**src/rtl/tlul_host_rob_pkg.sv**
```systemverilog
// tlul_host_rob_pkg: TL-UL channel types, ROB slot types and integrity helper for the host adapter.
package tlul_host_rob_pkg;
  localparam int unsigned MaxReqsMax = 8;
  localparam int unsigned TL_AW = 32;
  localparam int unsigned TL_DW = 32;
  localparam int unsigned TL_AIW = 8;
  typedef enum logic [2:0] {PutFullData = 3'h0, PutPartialData = 3'h1, Get = 3'h4} tl_a_op_e;
  typedef enum logic [2:0] {AccessAck = 3'h0, AccessAckData = 3'h1} tl_d_op_e;
  typedef struct packed {
    logic [4:0] rsvd;
    logic [3:0] instr_type;
    logic [6:0] cmd_intg;
    logic [6:0] data_intg;
  } tl_a_user_t;
  typedef struct packed {
    logic [6:0] rsp_intg;
    logic [6:0] data_intg;
  } tl_d_user_t;
  typedef struct packed {
    logic              a_valid;
    tl_a_op_e          a_opcode;
    logic [2:0]        a_param;
    logic [1:0]        a_size;
    logic [TL_AIW-1:0] a_source;
    logic [TL_AW-1:0]  a_address;
    logic [3:0]        a_mask;
    logic [TL_DW-1:0]  a_data;
    tl_a_user_t        a_user;
    logic              d_ready;
  } tl_h2d_t;
  typedef struct packed {
    logic              d_valid;
    tl_d_op_e          d_opcode;
    logic [2:0]        d_param;
    logic [1:0]        d_size;
    logic [TL_AIW-1:0] d_source;
    logic              d_sink;
    logic [TL_DW-1:0]  d_data;
    tl_d_user_t        d_user;
    logic              d_error;
    logic              a_ready;
  } tl_d2h_t;
  typedef enum logic [1:0] {FREE, PEND, DONE, ZOMBIE} slot_state_e;
  typedef struct packed {
    slot_state_e state;
    logic [31:0] rdata;
    logic        err;
  } slot_t;
  function automatic logic [6:0] intg7(input logic [63:0] d);
    logic [6:0] r;
    r = {6'h0, d[63]};
    for (int i = 0; i < 9; i++) r ^= d[i*7 +: 7];
    return r;
  endfunction
endpackage

```
**src/rtl/tlul_host_rob_slot.sv**
```systemverilog
// tlul_host_rob_slot: one reorder-buffer slot holding state, captured read data and error.
// TLUL_HOST_TIMEOUT_EN adds the expire input and the ZOMBIE state.
module tlul_host_rob_slot
  import tlul_host_rob_pkg::*;
(
  input  logic        clk_i,
  input  logic        rst_ni,
  input  logic        alloc,
  input  logic        capture,
  input  logic        rel,
`ifdef TLUL_HOST_TIMEOUT_EN
  input  logic        expire,
`endif
  input  logic [31:0] rdata,
  input  logic        err,
  output slot_t       q
);
  slot_t d;
  always_comb begin
    d = q;
    if (q.state == FREE && alloc) d = '{state: PEND, rdata: '0, err: 1'b0};
    if (q.state == PEND && capture) d = '{state: DONE, rdata: rdata, err: err};
    if (q.state == DONE && rel) d.state = FREE;
`ifdef TLUL_HOST_TIMEOUT_EN
    // a response racing the timeout frees the slot instead of leaving a zombie forever
    if (q.state == PEND && expire) d = '{state: capture ? FREE : ZOMBIE, rdata: '0, err: 1'b0};
    if (q.state == ZOMBIE && capture) d.state = FREE;
`endif
  end
  always_ff @(posedge clk_i or negedge rst_ni)
    if (!rst_ni) q <= '0;
    else q <= d;
endmodule

```
**src/rtl/tlul_host_rob_adapter.sv**
```systemverilog
// tlul_host_rob_adapter: Ibex req/gnt/rvalid to TL-UL host with in-order release of out-of-order responses.
// TLUL_HOST_TIMEOUT_EN enables the head-slot response timeout.
module tlul_host_rob_adapter
  import tlul_host_rob_pkg::*;
#(
  parameter int unsigned MaxReqs       = 2,
  parameter int unsigned IdBase        = 0,
  parameter int unsigned TimeoutCycles = 1024
) (
  input  logic        clk_i,
  input  logic        rst_ni,
  input  logic        req_i,
  output logic        gnt_o,
  input  logic [31:0] addr_i,
  input  logic        we_i,
  input  logic [3:0]  be_i,
  input  logic [31:0] wdata_i,
  input  logic [3:0]  instr_type_i,
  output logic        valid_o,
  output logic [31:0] rdata_o,
  output logic        err_o,
  output logic        busy_o,
  output logic        unexp_rsp_o,
  output tl_h2d_t     tl_o,
  input  tl_d2h_t     tl_i
);
  localparam int unsigned PtrW = $clog2(MaxReqsMax);
  slot_t slot_q [MaxReqsMax];
  logic [PtrW-1:0] wr_ptr, rd_ptr;
  logic [TL_AIW-1:0] src_off;
  logic [TL_DW-1:0] d_rdata;
  logic a_valid, rel, expire, unexp;
  slot_state_e head_state, d_state;
  tl_a_op_e op;
  logic unused_d;
  function automatic logic [PtrW-1:0] inc(input logic [PtrW-1:0] p);
    return (p == PtrW'(MaxReqs - 1)) ? '0 : p + 1'b1;
  endfunction
  assign head_state = slot_q[rd_ptr].state;
  assign a_valid = req_i && slot_q[wr_ptr].state == FREE;
  assign gnt_o = a_valid && tl_i.a_ready;
  assign op = !we_i ? Get : (be_i == 4'hF ? PutFullData : PutPartialData);
  always_comb begin
    tl_o = '0;
    tl_o.a_valid = a_valid;
    tl_o.a_opcode = op;
    tl_o.a_size = 2'd2;
    tl_o.a_source = TL_AIW'(IdBase + wr_ptr);
    tl_o.a_address = {addr_i[31:2], 2'b00};
    tl_o.a_mask = be_i;
    tl_o.a_data = wdata_i;
    tl_o.a_user.instr_type = instr_type_i;
    tl_o.a_user.cmd_intg = intg7({21'h0, instr_type_i, addr_i[31:2], 2'b00, op, be_i});
    tl_o.a_user.data_intg = intg7({32'h0, wdata_i});
    tl_o.d_ready = 1'b1;
  end
  assign src_off = tl_i.d_source - TL_AIW'(IdBase);
  assign d_state = slot_q[src_off[PtrW-1:0]].state;
  assign d_rdata = (tl_i.d_opcode == AccessAckData && !tl_i.d_error) ? tl_i.d_data : '0;
  assign unexp = tl_i.d_valid && (src_off >= TL_AIW'(MaxReqs) || (d_state != PEND && d_state != ZOMBIE));
  assign unused_d = ^{tl_i.d_param, tl_i.d_size, tl_i.d_sink, tl_i.d_user};
  assign rel = head_state == DONE;
  assign valid_o = rel || expire;
  assign err_o = rel ? slot_q[rd_ptr].err : expire;
  assign rdata_o = rel ? slot_q[rd_ptr].rdata : '0;
  always_comb begin
    busy_o = 1'b0;
    for (int i = 0; i < MaxReqsMax; i++) busy_o |= slot_q[i].state != FREE;
  end
  for (genvar k = 0; k < MaxReqsMax; k++) begin : g_slot
    if (k < MaxReqs) begin : g_on
      tlul_host_rob_slot u_slot (
        .clk_i   (clk_i),
        .rst_ni  (rst_ni),
        .alloc   (gnt_o && wr_ptr == PtrW'(k)),
        .capture (tl_i.d_valid && src_off == TL_AIW'(k)),
        .rel     (rel && rd_ptr == PtrW'(k)),
`ifdef TLUL_HOST_TIMEOUT_EN
        .expire  (expire && rd_ptr == PtrW'(k)),
`endif
        .rdata   (d_rdata),
        .err     (tl_i.d_error),
        .q       (slot_q[k])
      );
    end else begin : g_off
      assign slot_q[k] = '0;
    end
  end
`ifdef TLUL_HOST_TIMEOUT_EN
  logic [31:0] to_cnt;
  assign expire = head_state == PEND && to_cnt == 32'(TimeoutCycles - 1);
  always_ff @(posedge clk_i or negedge rst_ni)
    if (!rst_ni) to_cnt <= '0;
    else to_cnt <= (head_state == PEND && !expire) ? to_cnt + 32'd1 : '0;
`else
  logic unused_timeout;
  assign expire = 1'b0;
  assign unused_timeout = ^TimeoutCycles;
`endif
  always_ff @(posedge clk_i or negedge rst_ni) begin
    if (!rst_ni) begin
      wr_ptr <= '0;
      rd_ptr <= '0;
      unexp_rsp_o <= 1'b0;
    end else begin
      if (gnt_o) wr_ptr <= inc(wr_ptr);
      if (valid_o) rd_ptr <= inc(rd_ptr);
      if (unexp) unexp_rsp_o <= 1'b1;
    end
  end
endmodule

```
**config.mk**
```make
export PLATFORM = sky130hd
export DESIGN_NAME = tlul_host_rob_adapter
export DESIGN_NICKNAME = d
export VERILOG_FILES = /design/src/rtl/tlul_host_rob_pkg.sv /design/src/rtl/tlul_host_rob_slot.sv /design/src/rtl/tlul_host_rob_adapter.sv
export SDC_FILE = /design/constraint.sdc
export NUM_CORES = 1
export LEC_CHECK = 0
export ABC_AREA = 1
export BUFFER_PORTS_ARGS = -buffer_cell sky130_fd_sc_hd__clkbuf_2
export CORE_ASPECT_RATIO = 1.2
export CORE_MARGIN = 2
export CORE_UTILIZATION = 48
export CTS_CLUSTER_SIZE = 20
export DETAILED_ROUTE_END_ITERATION = 8
export PLACE_DENSITY = 0.82
export SLEW_MARGIN = 20
export SYNTH_ARGS = -nofsm -noshare
export SYNTH_HDL_FRONTEND = slang
export SYNTH_HIERARCHICAL = 1
export SYNTH_SLANG_ARGS = --single-unit
```
**constraint.sdc**
```tcl
create_clock -name clk_i -period 2.1 [get_ports clk_i]
set_clock_uncertainty 0.2 [all_clocks]
set_input_delay 0.42 -clock clk_i [delete_from_list [all_inputs] [get_ports clk_i]]
set_output_delay 0.42 -clock clk_i [all_outputs]
set_load 0.05 [all_outputs]
```
==> impl_metrics.tcl <==
set metrics [dict create \
    fin_cells 1237 \
    cts_inserted_buffers 9 \
    leakage_nw 4.59 \
    drv_slew 0 \
    final_util_pct 65.2 \
    cts_root_buf "clkbuf_16" \
    drt-vias-per-instance 5.20 \
    worstPathRequired_ps 1480 \
    vias 6438 \
    cellPowerDensity_mw_per_mm2 550 \
    clk_latency_ps 340 \
    layout_min_cycle_time_ps 2470 \
    grt.overflow.total 0 \
    rsz0062_at_grt "true" \
    port-buffer-count 246 \
    cts_tree "done" \
    start_util_pct 49.0 \
    drive_gt1_share_pct 36.3 \
    synthTopCellsByArea "dfrtp_1 (31%), nand2_1 (16%), buf_4 (11%), nand3_1 (8.7%), nand4_1 (7.2%)" \
    fmaxAchievable_ghz 0.405 \
    hp-start "tl_i[65]" \
    ioPinCount 288 \
    final_common_cell "nand2_1" \
    failed_checks "negative setup slack" \
    power_w 0.00453 \
    place_hpwl_mm 12.1 \
    dr.pass1.iters 5 \
    worstReg2RegStart "g_slot[0].g_on.u_slot/q[33]" \
    grt_pass1_vias 6117 \
    fin_crit_sh_pct 117 \
    area_growth_pct 33.0 \
    yosys_warnings 6 \
    fin_ws_ps -366 \
    crit_type "register to output pin" \
    hold_ws_ps 104 \
    antenna_found_initial 0 \
    grt_pass1_wl_mm 28.3 \
    synth_top_area_cell "dfrtp_1" \
    htree_levels 3 \
    synth_top_area_share_pct 31.2 \
    detail_route.wirelength_mm 17.9 \
    fillers 1035 \
    die_h_um 128 \
    ys_seq_area_share_pct 31.2 \
    dieArea_mm2 0.0138 \
    drc_errors 0 \
    coreArea_mm2 0.0126 \
    cp_max_fo 8 \
    setup_viol 35 \
    wl_per_cell_um 14.5 \
    ys_types 30 \
    critPathLaunchType "register" \
    avgSynthCellArea_um2 7.03 \
    synth_area_mm2 0.00618 \
    cts.sinks 77 \
    hold_violations 0 \
    row_count 45 \
    dp_cells 1201 \
    clk_pin_slew_worst_paths_ps 60 \
    postSynthCellCount 880 \
    outcome "complete, but fails checks" \
    drt-initial-drc-count 512 \
    final_cell_mix "nand2_1 (256), clkbuf_2 (208), nand3_1 (107)" \
    arrival_ps 1850 \
    peakVddDrop_mv 0.456 \
    fin_nets 1210 \
    n_antenna_cell 0 \
    synth_seq_cells 77 \
    grt_max_degree 52 \
    endpoint_kind "output pin" \
    cap_violations 0 \
    hold_class "input port to register" \
    final_antenna_net_count 0 \
    placed_area_mm2 0.00750 \
    cp-startpoint "rd_ptr[0]" \
    clockBufferDepth 2 \
    grt.total_usage_pct 25.6 \
    gp_congestion 0.892 \
    die_w_um 108 \
    postLayoutCellArea_mm2 0.00822 \
]
[path summary, 6_finish.rpt]
path | slack, ps | depth (start not counted) | end
worst max-delay path | -370 | 8 | rdata_o[30]
worst min-delay path | 100 | 3 | unexp_rsp_o
worst max register to register | 120 | 13 | g_slot[1].g_on.u_slot/q[11]
worst min register to register | 180 | 0 | rd_ptr[2]
max in group asynchronous | 740 | 3 | g_slot[1].g_on.u_slot/q[34]
min in group asynchronous | 340 | 2 | g_slot[0].g_on.u_slot/q[5]
[critical path, stage by stage, from the launching register on]
cell     delay, ps
dfrtp_2        450
inv_2           80
nand2_2         60
o21ai_2        160
nand3_4        160
buf_12         180
buf_12         130
nor2_4         130
buf_12         150
[logic make-up (layout without fill, tap and decap cells)]
family / after synthesis / count (layout) / synth area share (%)
buffers and inverters: 219 / 395 / 21.0
XOR/XNOR: 43 / 43 / 6.09
AND/OR/NAND/NOR: 534 / 534 / 41.1
other: 2 / 19 / 0.121
AO/OA/AOI/OAI: 5 / 5 / 0.526
flip-flops: 77 / 77 / 31.2
[registers in the layout (all words and copies together), names as in the netlist]
name and cells:
rd_ptr 3, unexp_rsp_o 1, wr_ptr 3, g_slot.g_on.u_slot/q 70
[timing repair]
action	CTS	global route
setup buffers	18	3
hold buffers	1	0
pin swaps	4	6
hold endpoints to repair	26	0
cloned	1	0
endpoints found under the setup margin	36	70
gates resized for setup	57	11
[metal layers]
| metal | track usage (%) | vias to the layer above | part of all wire, % |
|---|---|---|---|
| met5 | 0 | - | 0 |
| met4 | 11.8 | 0 | 2.4 |
| met3 | 4.31 | 50 | 9.2 |
| met2 | 48.6 | 360 | 54 |
| met1 | 27.3 | 2947 | 34 |
| li1 | - | 3081 | - |
[power breakdown]
group	switching, W	internal [W]
sequential	0.0000321	0.00151
combinational	0.00102	0.000455
clock	0.000612	0.000900
[per-stage QoR]
stage	setup slack (ps)	TNS [ps]
floorplan	-99.5	-995
global placement	-51.8	-323
detailed placement	-96.3	-793
CTS	-380	-10740
global route	-421	-12710
finish	-366	-10540
[synthesized netlist by cell type, drive strengths merged]
library cell	count
clkbuf	13
xnor2	25
o21ai	3
xor2	18
nand2	262
inv	72
conb	2
o22ai	1
dfrtp	77
buf	133
or2	8
clkinv	1
nand4	71
nand3b	2
nor4	2
nor3	1
nand3	112
a21o	1
nor2	76
[cell type report]
type                    instances  area, µm²  area share, %
multi-input cells             601       3140           38.2
repair buffers                306       2380           28.9
flip-flops and latches         77       1930           23.5
inverters                      73        274           3.33
clock buffers                  12        267           3.24
well taps                     164        205           2.50
clock inverters                 4       30.0          0.365
No activity file was read; power rests on OpenSTA's default activity.
